**src/rtl/frame_crc_pkg.sv**
```systemverilog
// Shared types and the CRC-32 step function for the frame CRC monitor.
// The pixel-count field is sized for the widest supported counter (32 bits).
package frame_crc_pkg;

  localparam logic [31:0] CRC_POLY = 32'h04C11DB7;
  localparam logic [31:0] CRC_INIT = 32'hFFFFFFFF;
  localparam logic [31:0] CRC_XOR  = 32'hFFFFFFFF;

  localparam int REC_CNT_W    = 32;
  localparam int CRC_DATA_MAX = 64;

  typedef struct packed {
    logic [15:0]          frame;
    logic [REC_CNT_W-1:0] pix_cnt;
    logic [31:0]          crc;
    logic                 partial;
    logic [15:0]          pos_err;
  } frame_rec_t;

  // MSB-first update over the low 'width' bits of data, all in one step.
  function automatic logic [31:0] crc32_next(input logic [31:0]             crc,
                                             input logic [CRC_DATA_MAX-1:0] data,
                                             input int                      width);
    logic [31:0] c;
    logic        fb;
    c = crc;
    for (int i = CRC_DATA_MAX - 1; i >= 0; i--) begin
      if (i < width) begin
        fb = c[31] ^ data[i];
        c  = {c[30:0], 1'b0} ^ (fb ? CRC_POLY : 32'h0000_0000);
      end
    end
    return c;
  endfunction

endpackage

```
**src/rtl/frame_crc_fifo.sv**
```systemverilog
// First-word-fall-through record FIFO; DEPTH must be a power of two >= 2.
// A push while full is only taken when a pop happens on the same edge.
module frame_crc_fifo
  import frame_crc_pkg::*;
#(
  parameter int DEPTH = 4
) (
  input  logic       clk,
  input  logic       rst_n,
  input  logic       push,
  input  logic       pop,
  input  frame_rec_t din,
  output frame_rec_t dout,
  output logic       full,
  output logic       empty
);

  localparam int AW = $clog2(DEPTH);
  localparam logic [AW:0] FULL_CNT = (AW + 1)'(DEPTH);

  frame_rec_t      mem [DEPTH];
  logic [AW-1:0]   wr_ptr;
  logic [AW-1:0]   rd_ptr;
  logic [AW:0]     count;
  logic            do_push;
  logic            do_pop;

  assign do_pop  = pop && !empty;
  assign do_push = push && (!full || do_pop);

  always_ff @(posedge clk or negedge rst_n) begin
    if (!rst_n) begin
      wr_ptr <= '0;
      rd_ptr <= '0;
      count  <= '0;
    end else begin
      if (do_push) wr_ptr <= wr_ptr + 1'b1;
      if (do_pop)  rd_ptr <= rd_ptr + 1'b1;
      if (do_push && !do_pop)      count <= count + 1'b1;
      else if (!do_push && do_pop) count <= count - 1'b1;
    end
  end

  always_ff @(posedge clk) begin
    if (do_push) mem[wr_ptr] <= din;
  end

  assign dout  = mem[rd_ptr];
  assign full  = (count == FULL_CNT);
  assign empty = (count == '0);

endmodule

```
**src/rtl/frame_crc_monitor.sv**
```systemverilog
// Per-frame CRC-32 / pixel-count monitor on the pixel clock, records drained over valid/ready.
// Optional coordinate checker enabled by defining FRAME_CRC_POS_CHECK_EN.
module frame_crc_monitor
  import frame_crc_pkg::*;
#(
  parameter int   COLOR_W   = 4,
  parameter int   CORD_W    = 10,
  parameter int   PIX_CNT_W = 20,
  parameter int   DEPTH     = 4,
  parameter logic VSYNC_ACT = 1'b0
) (
  input  logic                 clk_pix,
  input  logic                 btn_rst,
  input  logic                 de,
  input  logic                 vsync,
  input  logic [CORD_W-1:0]    sx,
  input  logic [CORD_W-1:0]    sy,
  input  logic [COLOR_W-1:0]   r,
  input  logic [COLOR_W-1:0]   g,
  input  logic [COLOR_W-1:0]   b,
  output logic                 out_valid,
  input  logic                 out_ready,
  output logic [15:0]          out_frame,
  output logic [PIX_CNT_W-1:0] out_pix_cnt,
  output logic [31:0]          out_crc,
  output logic                 out_partial,
  output logic [15:0]          out_pos_err,
  output logic                 overflow,
  output logic [7:0]           drop_cnt
);

  localparam int PIX_W = 3 * COLOR_W;

  logic [PIX_W-1:0]     pix;
  logic                 vsync_q;
  logic                 frame_end;
  logic [31:0]          crc_q;
  logic [31:0]          crc_upd;
  logic [PIX_CNT_W-1:0] cnt_q;
  logic [PIX_CNT_W-1:0] cnt_upd;
  logic [15:0]          frame_q;
  logic                 partial_q;
  logic [15:0]          pos_err_upd;
  logic                 fifo_full;
  logic                 fifo_empty;
  logic                 pop;
  logic                 drop;
  frame_rec_t           rec_in;
  frame_rec_t           rec_head;
  frame_rec_t           shown;
  logic                 unused_cnt_hi;

  assign pix       = {r, g, b};
  assign frame_end = (vsync == VSYNC_ACT) && (vsync_q != VSYNC_ACT);

  // The de pixel on the frame-end cycle is folded into the closing frame.
  assign crc_upd = de ? crc32_next(crc_q, CRC_DATA_MAX'(pix), PIX_W) : crc_q;
  assign cnt_upd = (de && cnt_q != '1) ? cnt_q + 1'b1 : cnt_q;

  assign pop  = out_ready && !fifo_empty;
  assign drop = frame_end && fifo_full && !pop;

  always_ff @(posedge clk_pix or negedge btn_rst) begin
    if (!btn_rst) begin
      vsync_q   <= ~VSYNC_ACT;
      crc_q     <= CRC_INIT;
      cnt_q     <= '0;
      frame_q   <= '0;
      partial_q <= 1'b1;
      overflow  <= 1'b0;
      drop_cnt  <= '0;
    end else begin
      vsync_q <= vsync;
      if (frame_end) begin
        crc_q     <= CRC_INIT;
        cnt_q     <= '0;
        frame_q   <= frame_q + 16'd1;
        partial_q <= 1'b0;
      end else begin
        crc_q <= crc_upd;
        cnt_q <= cnt_upd;
      end
      if (drop) begin
        overflow <= 1'b1;
        if (drop_cnt != 8'hFF) drop_cnt <= drop_cnt + 8'd1;
      end
    end
  end

`ifdef FRAME_CRC_POS_CHECK_EN
  logic              de_q;
  logic              first_pix_q;
  logic [CORD_W-1:0] prev_sx;
  logic [CORD_W-1:0] prev_sy;
  logic [CORD_W-1:0] exp_sx;
  logic [CORD_W-1:0] exp_sy;
  logic [15:0]       pos_err_q;
  logic              pos_bad;

  // Expectation always derives from the last observed pixel, so one glitch costs one error.
  always_comb begin
    exp_sx = '0;
    exp_sy = '0;
    if (first_pix_q) begin
      exp_sx = '0;
      exp_sy = '0;
    end else if (de_q) begin
      exp_sx = prev_sx + 1'b1;
      exp_sy = prev_sy;
    end else begin
      exp_sx = '0;
      exp_sy = prev_sy + 1'b1;
    end
    pos_bad     = de && ((sx != exp_sx) || (sy != exp_sy));
    pos_err_upd = (pos_bad && pos_err_q != 16'hFFFF) ? pos_err_q + 16'd1 : pos_err_q;
  end

  always_ff @(posedge clk_pix or negedge btn_rst) begin
    if (!btn_rst) begin
      de_q        <= 1'b0;
      first_pix_q <= 1'b1;
      prev_sx     <= '0;
      prev_sy     <= '0;
      pos_err_q   <= '0;
    end else begin
      de_q <= de;
      if (de) begin
        prev_sx <= sx;
        prev_sy <= sy;
      end
      if (frame_end) begin
        first_pix_q <= 1'b1;
        pos_err_q   <= '0;
      end else begin
        if (de) first_pix_q <= 1'b0;
        pos_err_q <= pos_err_upd;
      end
    end
  end
`else
  logic unused_coords;

  assign unused_coords = ^{sx, sy};
  assign pos_err_upd   = '0;
`endif

  always_comb begin
    rec_in         = '0;
    rec_in.frame   = frame_q;
    rec_in.pix_cnt = REC_CNT_W'(cnt_upd);
    rec_in.crc     = crc_upd ^ CRC_XOR;
    rec_in.partial = partial_q;
    rec_in.pos_err = pos_err_upd;
  end

  frame_crc_fifo #(
    .DEPTH (DEPTH)
  ) u_fifo (
    .clk   (clk_pix),
    .rst_n (btn_rst),
    .push  (frame_end),
    .pop   (pop),
    .din   (rec_in),
    .dout  (rec_head),
    .full  (fifo_full),
    .empty (fifo_empty)
  );

  // Record fields read as zero whenever nothing is queued.
  assign shown         = fifo_empty ? '0 : rec_head;
  assign unused_cnt_hi = ^shown.pix_cnt;

  assign out_valid   = !fifo_empty;
  assign out_frame   = shown.frame;
  assign out_pix_cnt = shown.pix_cnt[PIX_CNT_W-1:0];
  assign out_crc     = shown.crc;
  assign out_partial = shown.partial;
  assign out_pos_err = shown.pos_err;

endmodule

```
**config.mk**
```make
export PLATFORM = sky130hd
export DESIGN_NAME = frame_crc_monitor
export DESIGN_NICKNAME = d
export VERILOG_FILES = /design/src/rtl/frame_crc_pkg.sv /design/src/rtl/frame_crc_fifo.sv /design/src/rtl/frame_crc_monitor.sv
export SDC_FILE = /design/constraint.sdc
export NUM_CORES = 1
export LEC_CHECK = 0
export ABC_CLOCK_PERIOD_IN_PS = 4050
export BUFFER_PORTS_ARGS = -buffer_cell sky130_fd_sc_hd__buf_2
export CORE_UTILIZATION = 49
export DETAILED_ROUTE_END_ITERATION = 6
export GPL_ROUTABILITY_DRIVEN = 1
export HOLD_SLACK_MARGIN = 0.12
export PLACE_DENSITY = 0.69
export SLEW_MARGIN = 5
export SYNTH_ARGS = -nofsm -noshare
export SYNTH_HDL_FRONTEND = slang
export SYNTH_SLANG_ARGS = --single-unit
export TNS_END_PERCENT = 30
```
**constraint.sdc**
```tcl
create_clock -name clk_pix -period 4.05 [get_ports clk_pix]
set_input_delay 0.2025 -clock clk_pix [delete_from_list [all_inputs] [get_ports clk_pix]]
set_output_delay 0.2025 -clock clk_pix [all_outputs]
set_load 0.02 [all_outputs]
```
### Word-level counts from Yosys, hierarchy flattened

Memory sizes are Yosys's and may differ from the RTL's.
Cells that the tools add are included.

* register bits: 86
* RAM bits: 276
* output and inout bits: 95
* logic and storage cells: 86
* memories kept: 1

Memories
* u_fifo.mem: depth 4, bits a word 69, read ports 1, clocked after Yosys merged registers in 0, write ports 1, line frame_crc_fifo.sv:21 `frame_rec_t mem [DEPTH];`

* add/sub/neg operators: 7
* equality and inequality tests: 3
* mux-type cells: 21
* bitwise logic cells: 26
* reduce and logical (&&, ||, !) cells: 18

Operators with widths (count)
* $xor 32x27->32: 12
* $mux 27: 12
* $mux 97: 1
* $mux 32: 2
* $mux 20: 2
* $not 32->32: 1
* $add 20x1->20 const B: 1
* $ne 20x20->1 const B: 1
* $add 16x1->16 const B: 1
* $xor 1x1->1: 12
* $logic_and 1x1->1: 9
* $add 8x1->8 const B: 1
* $ne 8x8->1 const B: 1
* $mux 3: 2
* $logic_not 1->1: 5
* $add 2x1->2 const B: 2
* $add 3x1->3 const B: 1
* $eq 3x3->1 const B: 1
* $logic_not 3->1: 1
* $sub 3x1->3 const B: 1
* $mux 1: 2
* $reduce_and 2->1: 1
* $reduce_bool 2->1: 1
* $logic_or 1x1->1: 1
* $not 1->1: 1

### Logic depth before layout (Yosys ltp)

* word-level depth: 38
* gate-level depth with buffers: 9
* depth with buffers taken out: 8

### Cells and area by module

From an unflattened synthesis, not the netlist that was laid out.

* cells, all modules: 1040
* area total of the unflattened synthesis: 19643.8 µm²

Modules (own cells, without submodules)
* frame_crc_fifo: instances 1, cells each 542, area each 14411.3 µm²
* frame_crc_monitor: instances 1, cells each 498, area each 5232.5 µm²

### Worst setup path before layout

OpenSTA, ideal clock, no wires.

* path kind: register to register
* start point: reg vsync_q
* end point: mem u_fifo.mem[0][0] in the netlist's numbering (enable)
* library setup time: 435 ps
* arrival: 2701 ps
* data required time: 3615 ps
* setup slack: 914 ps
* cell stages (with the launch flop): 5
* path buffers: 1
* clock period less this slack: 3136 ps
* cells stage by stage: dfstp_2 nand2b_1 clkbuf_1 nor2_1 and2_1

* longest elaborated chain between the ends: 4

RTL lines
* start: declaration: line frame_crc_monitor.sv:35 `logic vsync_q;`
* start signal: assignment: line frame_crc_monitor.sv:65 `vsync_q <= ~VSYNC_ACT;`
* start signal: assignment: line frame_crc_monitor.sv:73 `vsync_q <= vsync;`
* $logic_and 1x1->1: line frame_crc_monitor.sv:54 `assign frame_end = (vsync == VSYNC_ACT) && (vsync_q != VSYNC_ACT);`
* $logic_and 1x1->1: line frame_crc_fifo.sv:29 `assign do_push = push && (!full || do_pop);`
* $mux 1: line frame_crc_fifo.sv:45 `if (do_push) mem[wr_ptr] <= din;`
* $mux 1 (implied by the code): line frame_crc_fifo.sv:45
* end: declaration: line frame_crc_fifo.sv:21

Every way passes these cells.

### Worst setup path in the final report

* start point: reg u_fifo.rd_ptr[0]
* end point: out out_pix_cnt[16]

* longest elaborated chain between the ends: 2

RTL lines
* start: declaration: line frame_crc_fifo.sv:23 `logic [AW-1:0] rd_ptr;`
* start signal: assignment: line frame_crc_fifo.sv:38 `if (do_pop) rd_ptr <= rd_ptr + 1'b1;`
* $mem_v2 4x69
* $mux 97: line frame_crc_monitor.sv:170 `assign shown = fifo_empty ? '0 : rec_head;`
* end: declaration: line frame_crc_monitor.sv:24 `output logic [PIX_CNT_W-1:0] out_pix_cnt,`

Every way passes these cells.

==> metrics.md <==
| Metric | Value |
|---|---|
| Hold-fix buffers at CTS | `3` |
| Crit end category | `output port` |
| Die W | `approximately 180 um` |
| Crit-path max FO | `27` |
| Grt total ovfl | `0` |
| Final clock skew | `18.0 ps` |
| Lkg Pwr | `approximately 6.9 nW` |
| DR iter-0 viols | `approximately 510` |
| Setup TNS | `0 ps` |
| Clock sink count | `around 360` |
| Clock Power Share | `roughly a fifth` |
| Final HPWL DP | `between 15000 and 20000 um` |
| Final hold viol count | `0` |
| Gp weighted congestion | `approximately 0.80` |
| CP arrival | `2720 ps` |
| WP data required | `between 3000 and 4000 ps` |
| Cell variety after synth | `55` |
| Pre-CTS WS | `between 1000 and 1500 ps` |
| Most common cell in the synthesized netlist | `edfxtp_1` |
| Post-synthesis async set-or-reset flop share | `23.8%` |
| Worst min path class | `in -> reg` |
| Combinational group share of total power | `a little under half` |
| I/O pin total | `132` |
| CP cell instances | `buf_4 -> mux4_2 -> and2_1 -> buf_2` |
| Mean routed wirelength per cell | `20.1 um` |
| Mapped Cells | `between 900 and 1000` |
| Slowest CP cell | `dfrtp_4` |
| Sequential fraction of the synthesis area | `between 60% and 70%` |
| Max-cap violations | `0` |
| Synth warn | `0` |
| Internal Power | `between 10 and 15 mW` |
| Kind of critical path | `reg -> out` |
| Avg Inst Size Synth | `between 15 and 20 um^2` |
| Pin count of the biggest net entering global routing | `72` |
| VDD IR-drop max | `around 0.00066 V` |
| Total CTS buffers | `38` |
| Fmax | `~340 MHz` |
| Number of antenna violations at the first check in global routing | `0` |
| Largest delay share family, worst path | `flip-flops` |
| DRT antenna net count | `0` |
| Power per standard cell area | `~1000 nW/um^2` |
| Commonest cells post-synth | `edfxtp_1 (276), and2_1 (89), mux4_2 (69), xnor2_1 (69), dfrtp_1 (52)` |
| Worst path max stage delay | `810 ps` |
| GR Util All Layers | `between 10% and 20%` |
| WP buf/inv | `2` |
| Layout Area Growth over Synthesis | `14.1%` |
| Die area | `approximately 33000 um^2` |
| EDFF count, synth | `276` |
| Die span in y | `about 180 um` |
| Flops & latches, synth | `362` |
| Final Max Tran Viols | `0` |
| Vias | `about 8000` |
| Post-CTS sizing | `0` |
| Tmin final | `2920 ps` |
| Top cell type's share of synthesized area | `51.7%` |
| Final WS setup | `approximately 1100 ps` |
| Nature of the critical path startpoint | `flop` |
| Number of global-route vias before repair | `between 8000 and 9000` |
| Relative slew slack | `38.6%` |
| First-pass GRT wire length | `48000 um` |
| CTS tree | `yes` |
| Clock Latency Late Sink | `530 ps` |
| Clk slew on worst S/H paths | `about 60 ps` |
| Port Buffers | `95` |
| Util after Layout | `a little under three fifths` |
| Max clock buf depth | `3` |
| Sequential Power Share | `34.1%` |
| Post-CTS setup buffers | `0` |
| Share of cells above drive strength 1 | `between 20% and 30%` |
| Synth area leaders | `edfxtp_1 (52%), mux4_2 (9.7%), dfrtp_1 (8.1%)` |
| Layout Nets | `about 1100` |
| DRC viols | `0` |
| Tcrit/Tclk final | `between 70% and 80%` |
| Synth area leader | `edfxtp_1` |
| Core ar. | `~32000 um^2` |
| Initial Utilization | `between 50% and 60%` |
| Outcome | `completed` |
| # rows | `65` |
| H-tree lvl count | `2` |
| Vias per cell | `~5.3` |
| CTS Root Cell | `clkbuf_16` |
| Sw frac | `34.7%` |
| Pre-antenna DRT Iters | `4` |
| Net Sw Power | `roughly 6.2 mW` |
| Final hold slack | `about 270 ps` |
| Measured slew at the worst slew-check pin | `913 ps` |
| Setup Viol. Count Final | `0` |
| Diode count | `0` |
| RSZ-0062 raised after global routing | `no` |
| Synth Cell Area | `around 16000 um^2` |
| Ys flop type | `edfxtp_1` |
| Final WL | `~30000 um` |
[tightest hold or removal path: stages]
cell,delay [ps]
buf_2,130
inv_1,200
nor2_1,160
a22oi_1,70
[through the flow]
stage / instances / instance area [um^2] / power, mW
floorplan: 944 / 16100 / 12.4
global placement: 1432 / 17000 / 14.3
detailed placement: 1432 / 17000 / 14.5
CTS: 1504 / 18300 / 18.1
global route: 1504 / 18300 / 18.8
finish: 1504 / 18300 / 17.8
[power by group through the flow]
stage | Clock [mW] | Sequential [mW] | Combinational, mW
after global placement | 0 | 6.12 | 8.22
after detailed placement | 0 | 6.16 | 8.34
after floorplan | 0 | 5.95 | 6.41
after CTS | 3.56 | 6.09 | 8.41
final | 3.50 | 6.07 | 8.26
after global routing | 3.72 | 6.16 | 8.94
[final timing paths]
kind | startpoint | endpoint | slack [ps] | depth (start not counted)
worst max-delay path | u_fifo.rd_ptr[0] | out_pix_cnt[16] | 1130 | 4
worst min-delay path | de | crc_q[8] | 270 | 4
worst max register to register | u_fifo.count[1] | u_fifo.count[1] | 1410 | 6
worst min register to register | overflow | overflow | 460 | 1
max in group asynchronous | btn_rst | crc_q[2] | 2720 | 3
min in group asynchronous | btn_rst | drop_cnt[1] | 340 | 2
[cell families after synthesis]
group / synth area share, %
fa+ha+maj: 0.750
simple gates: 7.60
buf+inv: 2.06
xor+xnor: 11.0
flops: 65.4
other cells: 0.0234
compound gates: 2.33
mux: 10.8
[cell usage in the layout, fill, tap and decap left out, types with 6 or more instances in the layout]
master and count:
edfxtp_1 276, buf_2 94, and2_1 85, mux4_2 69, xnor2_1 69, dfrtp_1 50
nand2_1 47, clkbuf_16 40, dfstp_2 34, xor2_1 28, a21oi_1 21, xnor3_1 17
conb_1 16, a211o_1 15, mux2i_1 13, clkbuf_1 13, nor2b_1 12, nand3_1 11
nand4_1 11, nor2_1 10, and3_1 9, buf_4 9, inv_1 8, ha_1 8
xnor2_2 7, xnor2_4 6, clkbuf_8 6
[registers in the layout, summed over array words and instances, names as in the netlist]
| register | cells |
|---|---|
| vsync_q | 1 |
| u_fifo.rd_ptr | 2 |
| u_fifo.wr_ptr | 2 |
| crc_q | 32 |
| u_fifo.count | 3 |
| cnt_q | 20 |
| drop_cnt | 8 |
| frame_q | 16 |
| u_fifo.mem | 276 |
| partial_q | 1 |
| overflow | 1 |
[per-layer routing]
layer  track usage (%)  wire, um  vias to the layer above
li1                  -         -                     3688
met1              26.4     13800                     4104
met2              32.1     15000                      145
met3              3.24      1040                       34
met4              3.93       448                        0
met5                 0         0                        -
[final cells by class]
cell class	instances	area, um^2
clock inverters	10	134
fillers	2479	13600
repair buffers	111	668
clock buffers	59	1130
multi-input cells	519	5280
inverters	8	30.0
well taps	435	544
flip-flops and latches	362	10500
No activity file was read; power rests on OpenSTA's default activity.
